`config.mk`:
```
export PLATFORM = sky130hd
export DESIGN_NAME = cpu_modrm
export DESIGN_NICKNAME = d
export VERILOG_FILES = /design/src/rtl/cpu_modrm.sv
export SDC_FILE = /design/constraint.sdc
export NUM_CORES = 1
export LEC_CHECK = 0
export CAP_MARGIN = 20
export CORE_ASPECT_RATIO = 1.4
export CORE_MARGIN = 10
export CORE_UTILIZATION = 25
export DETAILED_ROUTE_END_ITERATION = 8
export GPL_ROUTABILITY_DRIVEN = 0
export GPL_TIMING_DRIVEN = 0
export SETUP_SLACK_MARGIN = 0.3
export SLEW_MARGIN = 30
export SYNTH_ARGS = -nofsm -noshare
export SYNTH_HDL_FRONTEND = slang
export SYNTH_SLANG_ARGS = --single-unit
```
`constraint.sdc`:
```
create_clock -name clk -period 6.6 [get_ports clk]
set_input_delay 0.99 -clock clk [delete_from_list [all_inputs] [get_ports clk]]
set_output_delay 0.99 -clock clk [all_outputs]
set_load 0.01 [all_outputs]
```
`src/rtl/cpu_modrm.sv`:
```
`default_nettype none
// ============================================================================
// Module   : cpu_modrm
// Brief    : x86 operand-address stage: ModR/M, SIB, displacement -> EA + segment
// Revision : 1.0
// ============================================================================
module cpu_modrm #(
    parameter logic [2:0] SEG_DS = 3'd3,
    parameter logic [2:0] SEG_SS = 3'd2
) (
    input  logic          clk,
    input  logic          rst,
    input  logic          i_start,
    input  logic          i_adsize,
    input  logic          i_seg_pre,
    input  logic [2:0]    i_seg_in,
    input  logic [31:0]   i_ip_in,
    input  logic [255:0]  i_regs,
    input  logic [7:0]    i_data,
    output logic [31:0]   o_fetch_ip,
    output logic          o_busy,
    output logic          o_done,
    output logic [1:0]    o_mod,
    output logic [2:0]    o_reg,
    output logic [2:0]    o_rm,
    output logic          o_is_reg,
    output logic [31:0]   o_ea,
    output logic [2:0]    o_seg_id,
    output logic [31:0]   o_ip_next
);

    localparam logic [2:0] S_IDLE  = 3'd0;
    localparam logic [2:0] S_MODRM = 3'd1;
    localparam logic [2:0] S_SIB   = 3'd2;
    localparam logic [2:0] S_DISP  = 3'd3;
    localparam logic [2:0] S_DONE  = 3'd4;

    logic [2:0]  r_state, w_state_next;
    logic [31:0] r_ip, r_disp, r_ea, r_ip_next;
    logic [2:0]  r_off, r_n, r_rm, r_reg, r_seg_in, r_seg;
    logic [1:0]  r_mod, r_cnt;
    logic [7:0]  r_sib;
    logic        r_adsize, r_seg_pre, r_is_reg;

    logic        w_accept, w_step, w_last, w_enter_done, w_ss;
    logic [2:0]  w_n, w_seg;
    logic [7:0]  w_sib;
    logic [31:0] w_disp_raw, w_disp, w_ea;
    logic [15:0] w_b16, w_i16;
    logic [31:0] w_gpr [8];

    // rmb is rm, or the SIB base field once the SIB byte is present
    function automatic logic [2:0] disp_len(input logic ads, input logic [1:0] md,
                                            input logic [2:0] rmb);
        case (md)
            2'd0:    disp_len = ads ? ((rmb == 3'd5) ? 3'd4 : 3'd0)
                                    : ((rmb == 3'd6) ? 3'd2 : 3'd0);
            2'd1:    disp_len = 3'd1;
            default: disp_len = ads ? 3'd4 : 3'd2;
        endcase
    endfunction

    assign w_accept   = i_start && (r_state == S_IDLE || r_state == S_DONE);
    assign w_step     = (r_state == S_SIB) || (r_state == S_DISP);
    assign w_sib      = (r_state == S_SIB) ? i_data : r_sib;
    assign w_n        = disp_len(r_adsize, r_mod, (r_state == S_SIB) ? i_data[2:0] : r_rm);
    assign w_disp_raw = (r_state == S_DISP) ? (r_disp | ({24'b0, i_data} << {r_cnt, 3'b000}))
                                            : r_disp;
    assign w_disp     = (r_n == 3'd1) ? {{24{w_disp_raw[7]}}, w_disp_raw[7:0]} : w_disp_raw;
    assign w_last     = ({1'b0, r_cnt} + 3'd1) == r_n;

    always_ff @(posedge clk) begin
        if (rst) begin
            r_state <= S_IDLE;
        end else begin
            r_state <= w_state_next;
        end
    end

    always_comb begin
        w_state_next = r_state;
        case (r_state)
            S_IDLE, S_DONE: w_state_next = w_accept ? S_MODRM : S_IDLE;
            S_MODRM: begin
                if (r_mod == 2'd3)                   w_state_next = S_DONE;
                else if (r_adsize && r_rm == 3'd4)   w_state_next = S_SIB;
                else if (w_n != 3'd0)                w_state_next = S_DISP;
                else                                 w_state_next = S_DONE;
            end
            S_SIB:   w_state_next = (w_n != 3'd0) ? S_DISP : S_DONE;
            S_DISP:  w_state_next = w_last ? S_DONE : S_DISP;
            default: w_state_next = S_IDLE;
        endcase
    end

    always_comb begin
        o_busy = (r_state == S_MODRM) || (r_state == S_SIB) || (r_state == S_DISP);
        o_done = (r_state == S_DONE);
    end

    always_comb begin
        for (int i = 0; i < 8; i++) begin
            w_gpr[i] = i_regs[32*i +: 32];
        end
    end

    always_comb begin
        w_ea  = 32'd0;
        w_ss  = 1'b0;
        w_b16 = 16'd0;
        w_i16 = 16'd0;
        if (r_mod == 2'd3) begin
            w_ea = 32'd0;
        end else if (!r_adsize) begin
            case (r_rm)
                3'd0: begin w_b16 = w_gpr[3][15:0]; w_i16 = w_gpr[6][15:0]; end
                3'd1: begin w_b16 = w_gpr[3][15:0]; w_i16 = w_gpr[7][15:0]; end
                3'd2: begin w_b16 = w_gpr[5][15:0]; w_i16 = w_gpr[6][15:0]; end
                3'd3: begin w_b16 = w_gpr[5][15:0]; w_i16 = w_gpr[7][15:0]; end
                3'd4: w_i16 = w_gpr[6][15:0];
                3'd5: w_i16 = w_gpr[7][15:0];
                3'd6: w_b16 = (r_mod == 2'd0) ? 16'd0 : w_gpr[5][15:0];
                default: w_b16 = w_gpr[3][15:0];
            endcase
            w_ea = {16'd0, w_b16 + w_i16 + w_disp[15:0]};
            w_ss = (r_rm == 3'd2) || (r_rm == 3'd3) || (r_rm == 3'd6 && r_mod != 2'd0);
        end else if (r_rm != 3'd4) begin
            w_ea = ((r_rm == 3'd5 && r_mod == 2'd0) ? 32'd0 : w_gpr[r_rm]) + w_disp;
            w_ss = (r_rm == 3'd5) && (r_mod != 2'd0);
        end else begin
            w_ea = ((w_sib[2:0] == 3'd5 && r_mod == 2'd0) ? 32'd0 : w_gpr[w_sib[2:0]])
                 + ((w_sib[5:3] == 3'd4) ? 32'd0 : (w_gpr[w_sib[5:3]] << w_sib[7:6]))
                 + w_disp;
            w_ss = (w_sib[2:0] == 3'd4) || (w_sib[2:0] == 3'd5 && r_mod != 2'd0);
        end
    end

    assign w_seg        = r_seg_pre ? r_seg_in : (w_ss ? SEG_SS : SEG_DS);
    assign w_enter_done = (w_state_next == S_DONE) && (r_state != S_DONE);

    always_ff @(posedge clk) begin
        if (rst) begin
            r_ip <= '0; r_off <= '0; r_mod <= '0; r_reg <= '0; r_rm <= '0;
            r_adsize <= 1'b0; r_seg_pre <= 1'b0; r_seg_in <= '0; r_sib <= '0;
            r_disp <= '0; r_cnt <= '0; r_n <= '0;
            r_ea <= '0; r_seg <= '0; r_is_reg <= 1'b0; r_ip_next <= '0;
        end else begin
            if (w_accept) begin
                r_ip      <= i_ip_in;
                r_off     <= 3'd1;
                r_mod     <= i_data[7:6];
                r_reg     <= i_data[5:3];
                r_rm      <= i_data[2:0];
                r_adsize  <= i_adsize;
                r_seg_pre <= i_seg_pre;
                r_seg_in  <= i_seg_in;
                r_sib     <= '0;
                r_disp    <= '0;
                r_cnt     <= '0;
                r_n       <= '0;
            end else begin
                if (w_step)
                    r_off <= r_off + 3'd1;
                if (r_state == S_SIB)
                    r_sib <= i_data;
                if (r_state == S_MODRM || r_state == S_SIB)
                    r_n <= w_n;
                if (r_state == S_DISP) begin
                    r_disp <= w_disp_raw;
                    r_cnt  <= r_cnt + 2'd1;
                end
            end
            // Results are frozen on the way into DONE and held until the next start
            if (w_enter_done) begin
                r_ea      <= w_ea;
                r_seg     <= w_seg;
                r_is_reg  <= (r_mod == 2'd3);
                r_ip_next <= r_ip + {29'd0, r_off + {2'd0, w_step}};
            end
        end
    end

    assign o_fetch_ip = r_ip + {29'd0, r_off};
    assign o_mod      = r_mod;
    assign o_reg      = r_reg;
    assign o_rm       = r_rm;
    assign o_is_reg   = r_is_reg;
    assign o_ea       = r_ea;
    assign o_seg_id   = r_seg;
    assign o_ip_next  = r_ip_next;

endmodule
`default_nettype wire

```
==> results of run 1 <==
layout make-up:
type / instances / area (um2)
fill: 7970 / 50800
inverter: 132 / 495
sequential: 164 / 3280
antenna: 13 / 32.5
clock inverter: 14 / 168
timing repair buffer: 421 / 4210
buffer: 152 / 812
multi-input combinational: 1724 / 15200
clock buffer: 18 / 429
tap: 1037 / 1300
critical path, stage by stage:
cell and delay (ns):
dlygate4sd2_1 0.61, mux2i_4 0.18, buf_8 0.21, buf_8 0.17, buf_6 0.18, a21oi_2 0.48
clkbuf_1 0.51, a22oi_1 0.19, fa_1 0.56, inv_1 0.04, ha_1 0.31, and4_1 0.24
nand3_1 0.09, nand2_1 0.09, o31ai_4 0.43, nand4_1 0.22, a41o_2 0.35, a2111oi_2 0.41
nor3_1 0.11, o221ai_1 0.17
worst max-delay path by stage:
stage	endpoint	slack (ns)	cells after the start	startpoint
floorplan	o_ea[28]	0.86	19	i_data[0]
global placement	o_ea[28]	-2.36	19	i_data[4]
detailed placement	o_ea[28]	-2.15	20	i_data[0]
CTS	o_ea[28]	0.24	23	r_state[1]
global route	o_ea[28]	0.21	23	r_state[1]
finish	o_ea[28]	0.38	20	i_data[3]
logic make-up (layout without fill, tap and decap cells):
kind of cell | count (synthesis) | in the layout | share of synthesized area [%]
compound gates | 497 | 497 | 16.5
other cells | 0 | 13 | 0
fa+ha+maj | 136 | 136 | 10.7
mux | 359 | 359 | 30.7
simple gates | 606 | 606 | 13.7
xor+xnor | 126 | 126 | 5.68
buf+inv | 284 | 737 | 5.78
flops | 164 | 164 | 16.9
routing by layer:
metal	track usage (%)	wire, um	up-vias
li1	-	-	8901
met1	21.6	34600	9616
met2	36.1	47500	990
met3	4.29	6480	180
met4	10.3	4570	2
met5	0	12	-
power groups by stage:
stage	combinational (uW)	clock (uW)	sequential (uW)
final	2170	1030	1100
after global routing	2340	1090	1100
after CTS	2130	1050	1100
after detailed placement	2110	0	1120
after global placement	2100	0	1120
after floorplan	1260	0	1120
cells in the mapped netlist (16+ instances only):
master    count  area share, %
nor2_1      192            3.7
a211oi_1     42            1.6
xnor2_1      71            3.2
nand4_1      16           0.52
a22oi_1      43            1.7
buf_1        24           0.46
nor3_1       22           0.57
a31oi_1      18           0.58
o211ai_1     24           0.93
inv_1       132            2.5
a21o_1       57            2.2
o21ai_0      58            1.5
and3_1       17           0.55
clkbuf_1    106            2.0
ha_1         85            5.5
buf_2        16           0.41
xor2_1       55            2.5
nand2_1     248            4.8
mux2i_1     127            6.5
mux4_2      184             21
a21oi_1     169            4.4
mux2_2       44            2.5
fa_1         51            5.3
nand3_1      39            1.0
dfxtp_1     164             17
through the flow:
step | power, uW | area (um2) | utilization [%]
2_1_floorplan | 2380 | 19400 | -
3_3_place_gp | 3220 | 24900 | 32.4
3_5_place_dp | 3230 | 24900 | 32.4
4_1_cts | 4280 | 25700 | 33.5
5_1_grt | 4530 | 26000 | 33.8
6_report | 4300 | 26000 | 33.8
what timing repair did:
item,in CTS,in global routing
gates resized for setup,67,74
pin swaps,2,5
setup buffers,5,4
endpoints found under the setup margin,31,13
hold buffers,0,0
==> results.toml, run 1 <==
[detailed_routing]
wl_mm = 93.2
routed_via_density = 5.36
drt_iter0_drc = 1504
dr.pass1.iters = 5
postRouteAntennaNets = 0
num_vias = 19700
route.detailed.drc = 0
wl_per_cell_um = 25.4

[cts]
numCtsBuffers = 17
clk_pin_slew_worst_paths_ns = 0.07
clk_path_buf_depth = 2
htreeDepth = 4
clock_latency_ns = 0.45
cts_tree = "done"
root_buffer = "clkbuf_16"
clock_sinks = 164

[power]
ir_drop_mv = 0.168
power_switching_uw = 1710
p_sw_share_pct = 39.8
pwr-share-clk_pct = 24.0
cellPowerDensity_nw_per_um2 = 166
leakage_uw = 0.0101
p_seq_share_pct = 25.5
combPwrFrac_pct = 50.5
internal-power_uw = 2580

[placement]
pre_cts_ws_ns = -2.15
dp.cells = 3621
port_buffers = 412
dpl.hpwl_mm = 79.4

[global_routing]
antenna_found_initial = 14
grt_pass1_wl_mm = 134
grt_use_total_pct = 19.9
grt_max_degree = 17
grt_pass1_vias = 20100
grt_overflow = 0

[timing]
skew_ns = 0.0151
period_share_pct = 94.2
grt_setup_unrepaired = "yes"
timing_hold_violations_final = 0
finalSetupTns_ns = 0
fmax_ghz = 0.161
slew_violations = 0
whs_ns = 0.451
tightest_slew_ns = 1.12
fin_crit_ns = 6.22
finalWorstSetupSlack_ns = 0.383
setup_viol = 0
maxSlewHeadroom_pct = 25.1

[floorplanning]
core_um2 = 76700
start_util_pct = 25.3
num_rows = 120
die_x_um = 256
ios = 414
fp.dieArea_um2 = 89400
die_y_um = 350

[critical_path]
critPathCaptureType = "flip-flop"
r2r_start = "r_state[1]"
worstPathArrival_ns = 6.58
required_ns = 6.97
start_kind = "input port"
ff2ff_setup_slack_ns = 0.47
timing.rr.end = "o_ea[29]"
path_max_fanout = 10
worst-setup-path-type = "input port to flip-flop"
r2r_cells = 23

[finish]
finalNonFillerCells = 3675
drive_gt1_share_pct = 14.2
nNetsFinal = 3052
areaGrowthSynthToFinish_pct = 33.6
mostFrequentLayoutCells = "407 x clkdlybuf4s50_1, 248 x nand2_1, 191 x nor2_1"
layout_commonest_cell = "clkdlybuf4s50_1"

[synth]
synth-seq-cells = 164
synth_cells = 2172
synth.distinct_cells = 72
ys_seq_area_share_pct = 16.9
synth_ff_type = "dfxtp_1"
syn-num-nets = 2612
synth_edf_count = 0
synth_area_per_cell_um2 = 8.95
async_flop_share_pct = 0
ys.warnings.count = 0
synthesis.area_um2 = 19400

[outcome]
status = "completed"

[hold_path]
hold_depth = 2
worstHoldPathType = "flip-flop to flip-flop"
hold_end = "o_ea[10]"
worstHoldStart = "o_ea[10]"

[job]
cap_violations = 0
Note: power is estimated with default switching activity, not from simulation.
==> run 2: changes to the inputs <==
--- a/config.mk
+++ b/config.mk
@@ -8,10 +8,11 @@
 export CAP_MARGIN = 20
 export CORE_ASPECT_RATIO = 1.4
 export CORE_MARGIN = 10
-export CORE_UTILIZATION = 25
+export CORE_UTILIZATION = 53
 export DETAILED_ROUTE_END_ITERATION = 8
 export GPL_ROUTABILITY_DRIVEN = 0
 export GPL_TIMING_DRIVEN = 0
+export PLACE_DENSITY = 0.83
 export SETUP_SLACK_MARGIN = 0.3
 export SLEW_MARGIN = 30
 export SYNTH_ARGS = -nofsm -noshare
==> run 2 against run 1 <==
  * Via count up 8.1%
  * Utilization increased by 36 points
  * Clock skew shrank 0.00066 ns
  * Worst setup slack worse by 0.014 ns
  * First-iteration DRC count up 110%
  * Count of clock-buffer cells in the layout is 1 lower
  * Largest power group unchanged
  * Power about the same
  * Register-to-register slack got worse by 0.08 ns
  * Cell count fell by 16%
==> results.toml, run 2 (synthesized netlist as in run 1, its figures left out) <==
[finish]
drive_gt1_share_pct = 13.7
areaGrowthSynthToFinish_pct = 29.1
stdcell_area_um2 = 25100
nNetsFinal = 3053
layout_commonest_cell = "clkdlybuf4s50_1"
fill_cells = 2654
mostFrequentLayoutCells = "407 x clkdlybuf4s50_1, 248 x nand2_1, 190 x nor2_1"

[detailed_routing]
routed_via_density = 6.88
wl_mm = 84.0
dr.pass1.iters = 8
drt_iter0_drc = 3085
postRouteAntennaNets = 0
wl_per_cell_um = 27.2
num_vias = 21300
route.detailed.drc = 0

[global_routing]
grt_pass1_vias = 21500
grt_max_degree = 17
grt_use_total_pct = 35.6
grt_overflow = 0
antenna_found_initial = 7
grt_pass1_wl_mm = 124

[placement]
dpl.hpwl_mm = 68.7
port_buffers = 412
place_area_um2 = 24100
pre_cts_ws_ns = -1.43

[critical_path]
r2r_start = "r_state[1]"
worstPathArrival_ns = 6.61
r2r_cells = 23
timing.rr.end = "o_ea[29]"
worst-setup-path-type = "input port to flip-flop"
required_ns = 6.98
critPathCaptureType = "flip-flop"
start_kind = "input port"
ff2ff_setup_slack_ns = 0.39
path_max_fanout = 10

[timing]
slew_violations = 0
fin_crit_ns = 6.23
skew_ns = 0.0144
finalSetupTns_ns = 0
maxSlewHeadroom_pct = 30.4
grt_setup_unrepaired = "yes"
fmax_ghz = 0.161
setup_viol = 0
period_share_pct = 94.4
tightest_slew_ns = 1.04
finalWorstSetupSlack_ns = 0.369
whs_ns = 0.452
timing_hold_violations_final = 0

[cts]
clk_path_buf_depth = 2
numCtsBuffers = 17
clock_latency_ns = 0.47
cts_tree = "done"
clk_pin_slew_worst_paths_ns = 0.07
clock_sinks = 164
root_buffer = "clkbuf_16"
cts_hold_buf = 0
htreeDepth = 4

[job]
cap_violations = 0

[floorplanning]
die_x_um = 182
ios = 414
start_util_pct = 54.0
die_y_um = 247
core_um2 = 36000
num_rows = 82
fp.dieArea_um2 = 44800

[power]
p_total_uw = 4290
p_sw_share_pct = 39.8
leakage_uw = 0.0101
combPwrFrac_pct = 50.3
internal-power_uw = 2580
cellPowerDensity_nw_per_um2 = 171
pwr-share-clk_pct = 24.2
p_seq_share_pct = 25.5
ir_drop_mv = 0.212
power_switching_uw = 1710

[outcome]
status = "completed"

[hold_path]
hold_depth = 2
worstHoldPathType = "flip-flop to flip-flop"
worstHoldStart = "o_seg_id[0]"
hold_end = "o_seg_id[0]"
## run 2: critical path, cell delays in order
cell and delay [ns]:
dlygate4sd2_1 0.66, mux2i_4 0.19, buf_4 0.24, buf_8 0.17, buf_6 0.17, a21oi_2 0.47, clkbuf_1 0.48, a22oi_1 0.19
fa_1 0.57, inv_1 0.06, ha_1 0.36, and4_1 0.24, nand3_1 0.09, nand2_1 0.09, o31ai_4 0.38, nand4_1 0.22
a41o_2 0.37, a2111oi_2 0.37, nor3_1 0.11, o221ai_1 0.17
## run 2: stage by stage
stage	utilization (%)	instances
finish	69.7	3093
global route	69.7	3092
CTS	69.1	3081
detailed placement	67.0	3046
global placement	67.0	3046
floorplan	-	2172
## run 2: repair_timing
item | CTS | global route
endpoints found under the setup margin | 27 | 18
pin swaps | 0 | 2
resized for setup | 50 | 38
buffers inserted | 3 | 6
gates cloned | 0 | 0
hold endpoints to repair | 0 | 0
## run 2: layout make-up
cell class                      count  area, um2  area share [%]
Buffer                            152        724            2.89
Multi-Input combinational cell   1724      15200            60.5
Sequential cell                   164       3280            13.1
Antenna cell                        5       12.5          0.0499
Clock inverter                     15        175           0.698
Tap cell                          462        578            2.30
Clock buffer                       17        425            1.70
Inverter                          132        495            1.98
Timing Repair Buffer              422       4210            16.8
## run 2: worst max-delay path by stage
stage,startpoint,to,cells past startpoint
6_report,i_data[3],o_ea[28],20
3_3_place_gp,i_data[4],o_ea[28],20
4_1_cts,r_state[1],o_ea[28],22
3_5_place_dp,i_data[4],o_ea[28],19
5_1_grt,r_state[1],o_ea[28],23
2_1_floorplan,i_data[0],o_ea[28],19
## run 2: layer usage
layer / GRT usage (%) / up-vias / part of all wire, %
met5: 0.111 / - / 0.040
met1: 37.4 / 9817 / 31
met4: 27.7 / 6 / 9.8
met2: 59.4 / 2047 / 46
met3: 9.78 / 526 / 13
li1: - / 8893 / -
## run 2: power by group through the flow
| stage | logic, uW | registers [uW] | clock network [uW] |
|---|---|---|---|
| floorplan | 1260 | 1120 | 0 |
| global placement | 1980 | 1110 | 0 |
| detailed placement | 2040 | 1120 | 0 |
| CTS | 2070 | 1090 | 1030 |
| global route | 2290 | 1100 | 1080 |
| finish | 2160 | 1100 | 1040 |
